File: config.mk
export PLATFORM = sky130hd
export DESIGN_NAME = conv_8bto32b_flat
export DESIGN_NICKNAME = d
export VERILOG_FILES = /design/src/rtl/conv_8bto32b_if.sv /design/src/rtl/conv_8bto32b.sv /design/src/flat_wrapper.sv
export SDC_FILE = /design/constraint.sdc
export NUM_CORES = 1
export LEC_CHECK = 0
export ABC_AREA = 1
export BUFFER_PORTS_ARGS = -buffer_cell sky130_fd_sc_hd__buf_2
export CORE_ASPECT_RATIO = 1.75
export CORE_UTILIZATION = 59
export CTS_CLUSTER_DIAMETER = 40
export DETAILED_ROUTE_END_ITERATION = 6
export PLACE_DENSITY = 0.92
export SETUP_SLACK_MARGIN = 0.4
export SYNTH_ARGS = -nofsm -noshare
export SYNTH_HDL_FRONTEND = slang
export SYNTH_SLANG_ARGS = --single-unit
File: constraint.sdc
create_clock -name clk -period 5.8 [get_ports clk]
set_clock_uncertainty 0.2 [all_clocks]
set_input_delay 0.87 -clock clk [delete_from_list [all_inputs] [get_ports clk]]
set_output_delay 0.87 -clock clk [all_outputs]
set_load 0.03 [all_outputs]
File: src/rtl/conv_8bto32b_if.sv
// Byte-link receive bus for the 8-to-32 deserializer: the byte stream in, the restored word out.
interface conv_8bto32b_if;
   logic [7:0]  data_in;
   logic        valid_in;
   logic        sop_in;
   logic [31:0] data_out;
   logic        valid_out;
   logic        err_out;

   modport master (output data_in, valid_in, sop_in,
                   input  data_out, valid_out, err_out);
   modport slave  (input  data_in, valid_in, sop_in,
                   output data_out, valid_out, err_out);
endinterface

File: src/rtl/conv_8bto32b.sv
// Byte-to-word deserializer: packs four accepted bytes into one 32-bit word with a one-cycle valid pulse.
//
// state | meaning
// B0    | idle / waiting for byte 0 of a word
// B1    | byte 0 held, waiting for byte 1
// B2    | bytes 0..1 held, waiting for byte 2
// B3    | bytes 0..2 held, next accepted byte completes the word
module conv_8bto32b #(
   parameter bit MSB_FIRST = 1'b1
) (
   input  logic           clk,
   input  logic           reset,
   conv_8bto32b_if.slave  bus
);

   typedef enum logic [1:0] {
      B0 = 2'd0,
      B1 = 2'd1,
      B2 = 2'd2,
      B3 = 2'd3
   } state_t;

   state_t      r_state;
   logic [23:0] r_hold;
   logic [31:0] r_data_out;
   logic        r_valid_out;
   logic        r_err_out;

   always_ff @(posedge clk or posedge reset) begin
      if (reset) begin
         r_state     <= B0;
         r_hold      <= 24'h0;
         r_data_out  <= 32'h0;
         r_valid_out <= 1'b0;
         r_err_out   <= 1'b0;
      end else begin
         r_valid_out <= 1'b0;
         r_err_out   <= 1'b0;
         if (bus.valid_in) begin
            // sop mid-word drops the partial word and restarts with this byte as byte 0
            if (bus.sop_in && (r_state != B0)) begin
               r_hold    <= {bus.data_in, 16'h0};
               r_state   <= B1;
               r_err_out <= 1'b1;
            end else begin
               unique case (r_state)
                  B0: begin
                     r_hold[23:16] <= bus.data_in;
                     r_state       <= B1;
                  end
                  B1: begin
                     r_hold[15:8] <= bus.data_in;
                     r_state      <= B2;
                  end
                  B2: begin
                     r_hold[7:0] <= bus.data_in;
                     r_state     <= B3;
                  end
                  B3: begin
                     if (MSB_FIRST)
                        r_data_out <= {r_hold, bus.data_in};
                     else
                        r_data_out <= {bus.data_in, r_hold[7:0], r_hold[15:8], r_hold[23:16]};
                     r_valid_out <= 1'b1;
                     r_state     <= B0;
                  end
               endcase
            end
         end
      end
   end

   assign bus.data_out  = r_data_out;
   assign bus.valid_out = r_valid_out;
   assign bus.err_out   = r_err_out;

endmodule

File: src/flat_wrapper.sv
// flat-port wrapper written by rule: the top's interface ports become plain ports
module conv_8bto32b_flat 
#(
   parameter bit MSB_FIRST = 1'b1
)
  (clk, reset, bus_data_in, bus_valid_in, bus_sop_in, bus_data_out, bus_valid_out, bus_err_out);
  conv_8bto32b_if bus_i ();
  input  logic clk;
  input  logic reset;
  input wire logic [$bits(bus_i.data_in)-1:0] bus_data_in;
  input wire logic [$bits(bus_i.valid_in)-1:0] bus_valid_in;
  input wire logic [$bits(bus_i.sop_in)-1:0] bus_sop_in;
  output wire logic [$bits(bus_i.data_out)-1:0] bus_data_out;
  output wire logic [$bits(bus_i.valid_out)-1:0] bus_valid_out;
  output wire logic [$bits(bus_i.err_out)-1:0] bus_err_out;
  assign bus_i.data_in = bus_data_in;
  assign bus_i.valid_in = bus_valid_in;
  assign bus_i.sop_in = bus_sop_in;
  assign bus_data_out = bus_i.data_out;
  assign bus_valid_out = bus_i.valid_out;
  assign bus_err_out = bus_i.err_out;
  conv_8bto32b #(.MSB_FIRST(MSB_FIRST)) u_core (.clk(clk), .reset(reset), .bus(bus_i));
endmodule
# --- Word level (Yosys, flattened, before mapping) ---
# Index checks and enable logic that the tools add are counted.
classes:
  bitwise_logic: 1
  muxes: 11
  n_reduce_logical: 10
  n_eq_ne: 3
op_table:
  columns: ["op", "count"]
  rows:
  - ["$mux W24", 1]
  - ["$mux W8", 3]
  - ["$pmux W2 S4", 1]
  - ["$reduce_bool A2 Y1", 4]
  - ["$reduce_and A2 Y1", 3]
  - ["$mux W1", 5]
  - ["$eq A2 B2 Y1 const B", 2]
  - ["$reduce_and A3 Y1", 1]
  - ["$eq A2 B1 Y1 const B", 1]
  - ["$logic_not A2 Y1", 1]
  - ["$mux W2", 1]
  - ["$logic_and A1 B1 Y1", 1]
  - ["$not A1 Y1", 1]
word_totals:
  elab_cells: 32
  regBits: 60
  out_inout_bits: 34

# --- Depth between registers and ports, before layout ---
depth:
  depth_word: 4
  mapped_depth: 8

# --- Worst setup path after synthesis ---
# Ideal clock, no wire load.
synth_timing:
  kind: "input -> register"
  start: "input port bus_sop_in"
  end: "register u_core.r_hold[10]"
  path_stages: 6
  setup_ns: 0.118
  t_arrival_ns: 1.532
  setup_slack_ns: 3.950
  required_time_ns: 5.482
  n_path_buf: 1
  path_cell_list: "buf_4 -> inv_1 -> nand2_2 -> nand3_1 -> nand2_1 -> nand2_1"
synth_between:
  elab_chain_cells: 3
synth_lines:
  columns: ["item", "line_no", "source"]
  rows:
  - ["start, declared", "flat_wrapper.sv:12", "input wire logic [$bits(bus_i.sop_in)-1:0] bus_sop_in;"]
  - ["$logic_and A1 B1 Y1 (*)", "conv_8bto32b.sv:41", "if (bus.sop_in && (r_state != B0)) begin"]
  - ["$reduce_bool A2 Y1 (no line)", null, null]
  - ["$reduce_and A2 Y1 (no line)", null, null]
  - ["end signal, assigned", "conv_8bto32b.sv:42", "r_hold <= {bus.data_in, 16'h0};"]
  - ["end signal, assigned", "conv_8bto32b.sv:52", "r_hold[15:8] <= bus.data_in;"]
  - ["end, declared", "conv_8bto32b.sv:24", "logic [23:0] r_hold;"]
# Every way passes the cells marked *; elsewhere a longest branch is shown, timed or not.
# A chain may end at the register's enable or synchronous reset.

# --- Final worst setup path ---
layout_timing:
  start: "register u_core.r_state[0]"
  end: "register u_core.r_data_out[1], in the netlist u_core.bus.data_out[1]"
layout_between:
  elab_chain_cells: 4
layout_lines:
  columns: ["item", "line_no", "source"]
  rows:
  - ["start, declared", "conv_8bto32b.sv:23", "state_t r_state;"]
  - ["start signal, assigned", "conv_8bto32b.sv:31", "r_state <= B0;"]
  - ["start signal, assigned", "conv_8bto32b.sv:43", "r_state <= B1;"]
  - ["start signal, assigned", "conv_8bto32b.sv:49", "r_state <= B1;"]
  - ["$reduce_bool A2 Y1", "conv_8bto32b.sv:41", null]
  - ["$logic_and A1 B1 Y1", "conv_8bto32b.sv:41", null]
  - ["$not A1 Y1 (no line)", null, null]
  - ["$reduce_and A3 Y1 (no line) (*)", null, null]
  - ["end signal, assigned", "conv_8bto32b.sv:61", "r_data_out <= {r_hold, bus.data_in};"]
  - ["end signal, assigned", "conv_8bto32b.sv:63", "r_data_out <= {bus.data_in, r_hold[7:0], r_hold[15:8], r_hold[23:16]};"]
  - ["end, declared", "conv_8bto32b.sv:25", "logic [31:0] r_data_out;"]
# Marks and branches as above.

==> results by group <==
Clock network
  • Clock root cell: clkbuf_8
  • Clock latency on the worst-skew pair: 340 ps
  • Cts bufs inserted: 9
  • Setup bufs post-CTS: 0
  • Max clock buf depth: 2
  • CTS tree: done
  • Sink Count: 60
  • Worst-path clk slew: 60 ps
  • Post-CTS sizing: 0
  • Hold Buf Count CTS: 0
  • H-tree lvl count: 3

Hold path
  • Worst min-delay path class: reg -> reg
  • Hold path depth: 2

Run status
  • Status: finished, final reports clean

Finish
  • ANT cells: 0
  • Layout cells sized above 1: 21.1%
  • P&R area growth vs syn: 16.1%
  • Nets: 334

Placed design
  • Placement Setup Slack: 2910 ps
  • IO buf count: 45
  • Final GP Congestion: 0.976
  • Final HPWL DP: 3.47 mm

Routing
  • Routed vias/inst: 5.48
  • First-pass iteration count of the detailed router: 4
  • Via count: 2040
  • Drt initial violations: 97
  • WL final: 5.31 mm
  • DRT antenna net count: 0
  • Drt wl/cell: 14.3 um
  • Residual DRC count: 0

Global route
  • Total grt overflow: 0
  • Largest net degree at the start of global routing: 61
  • GRT Resource Usage Total: 26.3%
  • Global-route wire length before repair: 8.54 mm
  • Initial antenna violation count: 0
  • Vias in the first global route: 1919

Yosys
  • Synth area leader: dfrtp_1
  • Ys Warns: 0
  • Top cell type's share of synthesized area: 59.6%
  • Mapped Area: 2520 um2
  • Yosys reg bits: 60
  • Post-synthesis mux area share: 0%
  • Synth Area in Adders: 1.49%
  • Largest family of logic cells by synthesized area: simple AND/OR/NAND/NOR gates
  • Post-Syn Nets: 293
  • Netlist cell types: 18
  • Sequential area share after synthesis: 59.6%
  • XOR/XNOR Fraction of Synth Area: 0%
  • Mapped Cells: 278
  • Mean Syn Cell Area: 9.06 um2
  • Post-Synth Simple-Gate Area: 29.4%
  • Compound-cell area share of the yosys netlist: 3.88%
  • Main area contributors after synthesis: dfrtp_1 60%, nand2_1 16%, nand4_1 8.0%

Timing
  • RSZ-0062 raised after global routing: false
  • Setup TNS: 0 ps
  • Worst relative slew slack: 38.9%
  • Finish-stage setup viols: 0
  • PnR worst setup slack: 3070 ps
  • Actual slew at the worst max-slew pin: 910 ps
  • Crit path time final: 2730 ps
  • Fmax: 366 MHz
  • Final Max Slew Viols: 0
  • Part of the cycle the worst path needs: 47.0%
  • Final Hold Fails: 0

Critical path
  • Crit path kind: reg -> reg
  • Register-to-register setup slack: 3070 ps
  • R2R depth: 7
  • Cell Chain, Critical Path: inv_1 -> ha_1 -> inv_2 -> nand2_2 -> nand3_2 -> nand2_1 -> nand2_1
  • Crit path capture type: register
  • Crit path largest cell delay: 690 ps
  • Critical Path Source Type: register
  • Req. time, crit path: 5810 ps
  • Worst Path Arrival: 2740 ps
  • Crit path top cell by count: nand2_1
  • Critical-path maximum fanout: 35
  • Critical-path top delay cell: nand3_2

Pwr
  • Leakage power: 0.00165 uW
  • Final Power: 1650 uW
  • Worst VDD drop: 322 uV
  • Pwr dens: 563 nW/um2

Die
  • Die ar.: 4540 um2
  • DIE HEIGHT: 88.4 um
  • Initial Utilization: 61.2%
  • Core Box Area: 4110 um2
  • I/O pin count: 46
  • Die W: 51.4 um
  • Row count: 31

Flow run
  • Max_cap viols: 0
==> power breakdown <==
part           total, uW  leakage [uW]  switching (uW)  internal (uW)
logic                616      0.000787             448            168
clock network        347     0.0000986             148            199
registers            684      0.000766            92.6            591
==> sequential cells by signal, indices dropped and copies added, names as in the netlist <==
register and cells:
u_core.bus.valid_out 1, u_core.r_state 2, u_core.bus.err_out 1, u_core.bus.data_out 32
u_core.r_hold 24
==> per-layer routing <==
layer / track usage (%) / vias up / part of all wire [%]
met1: 30.5 / 950 / 39
met4: 14.3 / 0 / 2.1
met3: 7.56 / 13 / 5.8
met2: 43.2 / 77 / 53
met5: 0 / - / 0
li1: - / 1000 / -
==> layout make-up <==
cell class                 instances  area (um2)
tap                               49        61.3
inverter                          15        56.3
sequential                        60        1500
fill                             336        1190
timing repair buffer              47         240
clock inverter                     1        5.00
clock buffer                      14         183
multi-input combinational        186         876
==> critical path: cells and delay by family (launching register included) <==
kind	cells	cell delay, ps
buf+inv	2	240
flops	1	430
simple gates	4	1520
fa+ha+maj	1	210
==> cells in the final DEF, fill, tap and decap left out, types with 3 or more instances in the layout <==
| cell type | count |
|---|---|
| nand2_2 | 3 |
| inv_1 | 13 |
| ha_1 | 3 |
| o21ai_0 | 9 |
| clkbuf_8 | 13 |
| buf_2 | 45 |
| dfrtp_1 | 60 |
| nand3_1 | 19 |
| nand2_1 | 106 |
| nand4_1 | 32 |
| a21oi_1 | 8 |
==> cell families after synthesis <==
logic type	after synthesis
compound gates	19
fa+ha+maj	3
buf+inv	32
flops	60
simple gates	164
==> final timing paths <==
kind                                                      from                                   to
setup reg to reg                 u_core.r_state[0]$_DFFE_PP0P_   u_core.bus.data_out[1]$_DFFE_PP0P_
max in group asynchronous                                reset  u_core.bus.data_out[13]$_DFFE_PP0P_
min in group asynchronous                                reset  u_core.bus.data_out[31]$_DFFE_PP0P_
setup / recovery                 u_core.r_state[0]$_DFFE_PP0P_   u_core.bus.data_out[1]$_DFFE_PP0P_
hold / removal             u_core.bus.data_out[26]$_DFFE_PP0P_  u_core.bus.data_out[26]$_DFFE_PP0P_
hold reg to reg            u_core.bus.data_out[26]$_DFFE_PP0P_  u_core.bus.data_out[26]$_DFFE_PP0P_
==> cells in the mapped netlist <==
cell type	count
nand3_2	1
ha_1	3
nand2_1	106
a21oi_1	8
o211ai_1	1
o21ai_0	9
nand4_1	32
o21ai_1	1
dfrtp_1	60
nand3_1	19
inv_2	1
nand2_2	3
buf_4	1
inv_1	14
buf_2	13
clkbuf_1	3
nor2_1	2
nor2_4	1
==> stage by stage <==
step	hold slack (ps)	util, %	cells	instance area, um2
after global routing	284	71.1	372	2920
after CTS	267	71.1	372	2920
after detailed placement	253	66.5	357	2740
final	263	71.1	372	2920
after floorplan	249	-	278	2520
after global placement	248	66.5	357	2740
No activity file was read; power rests on OpenSTA's default activity.
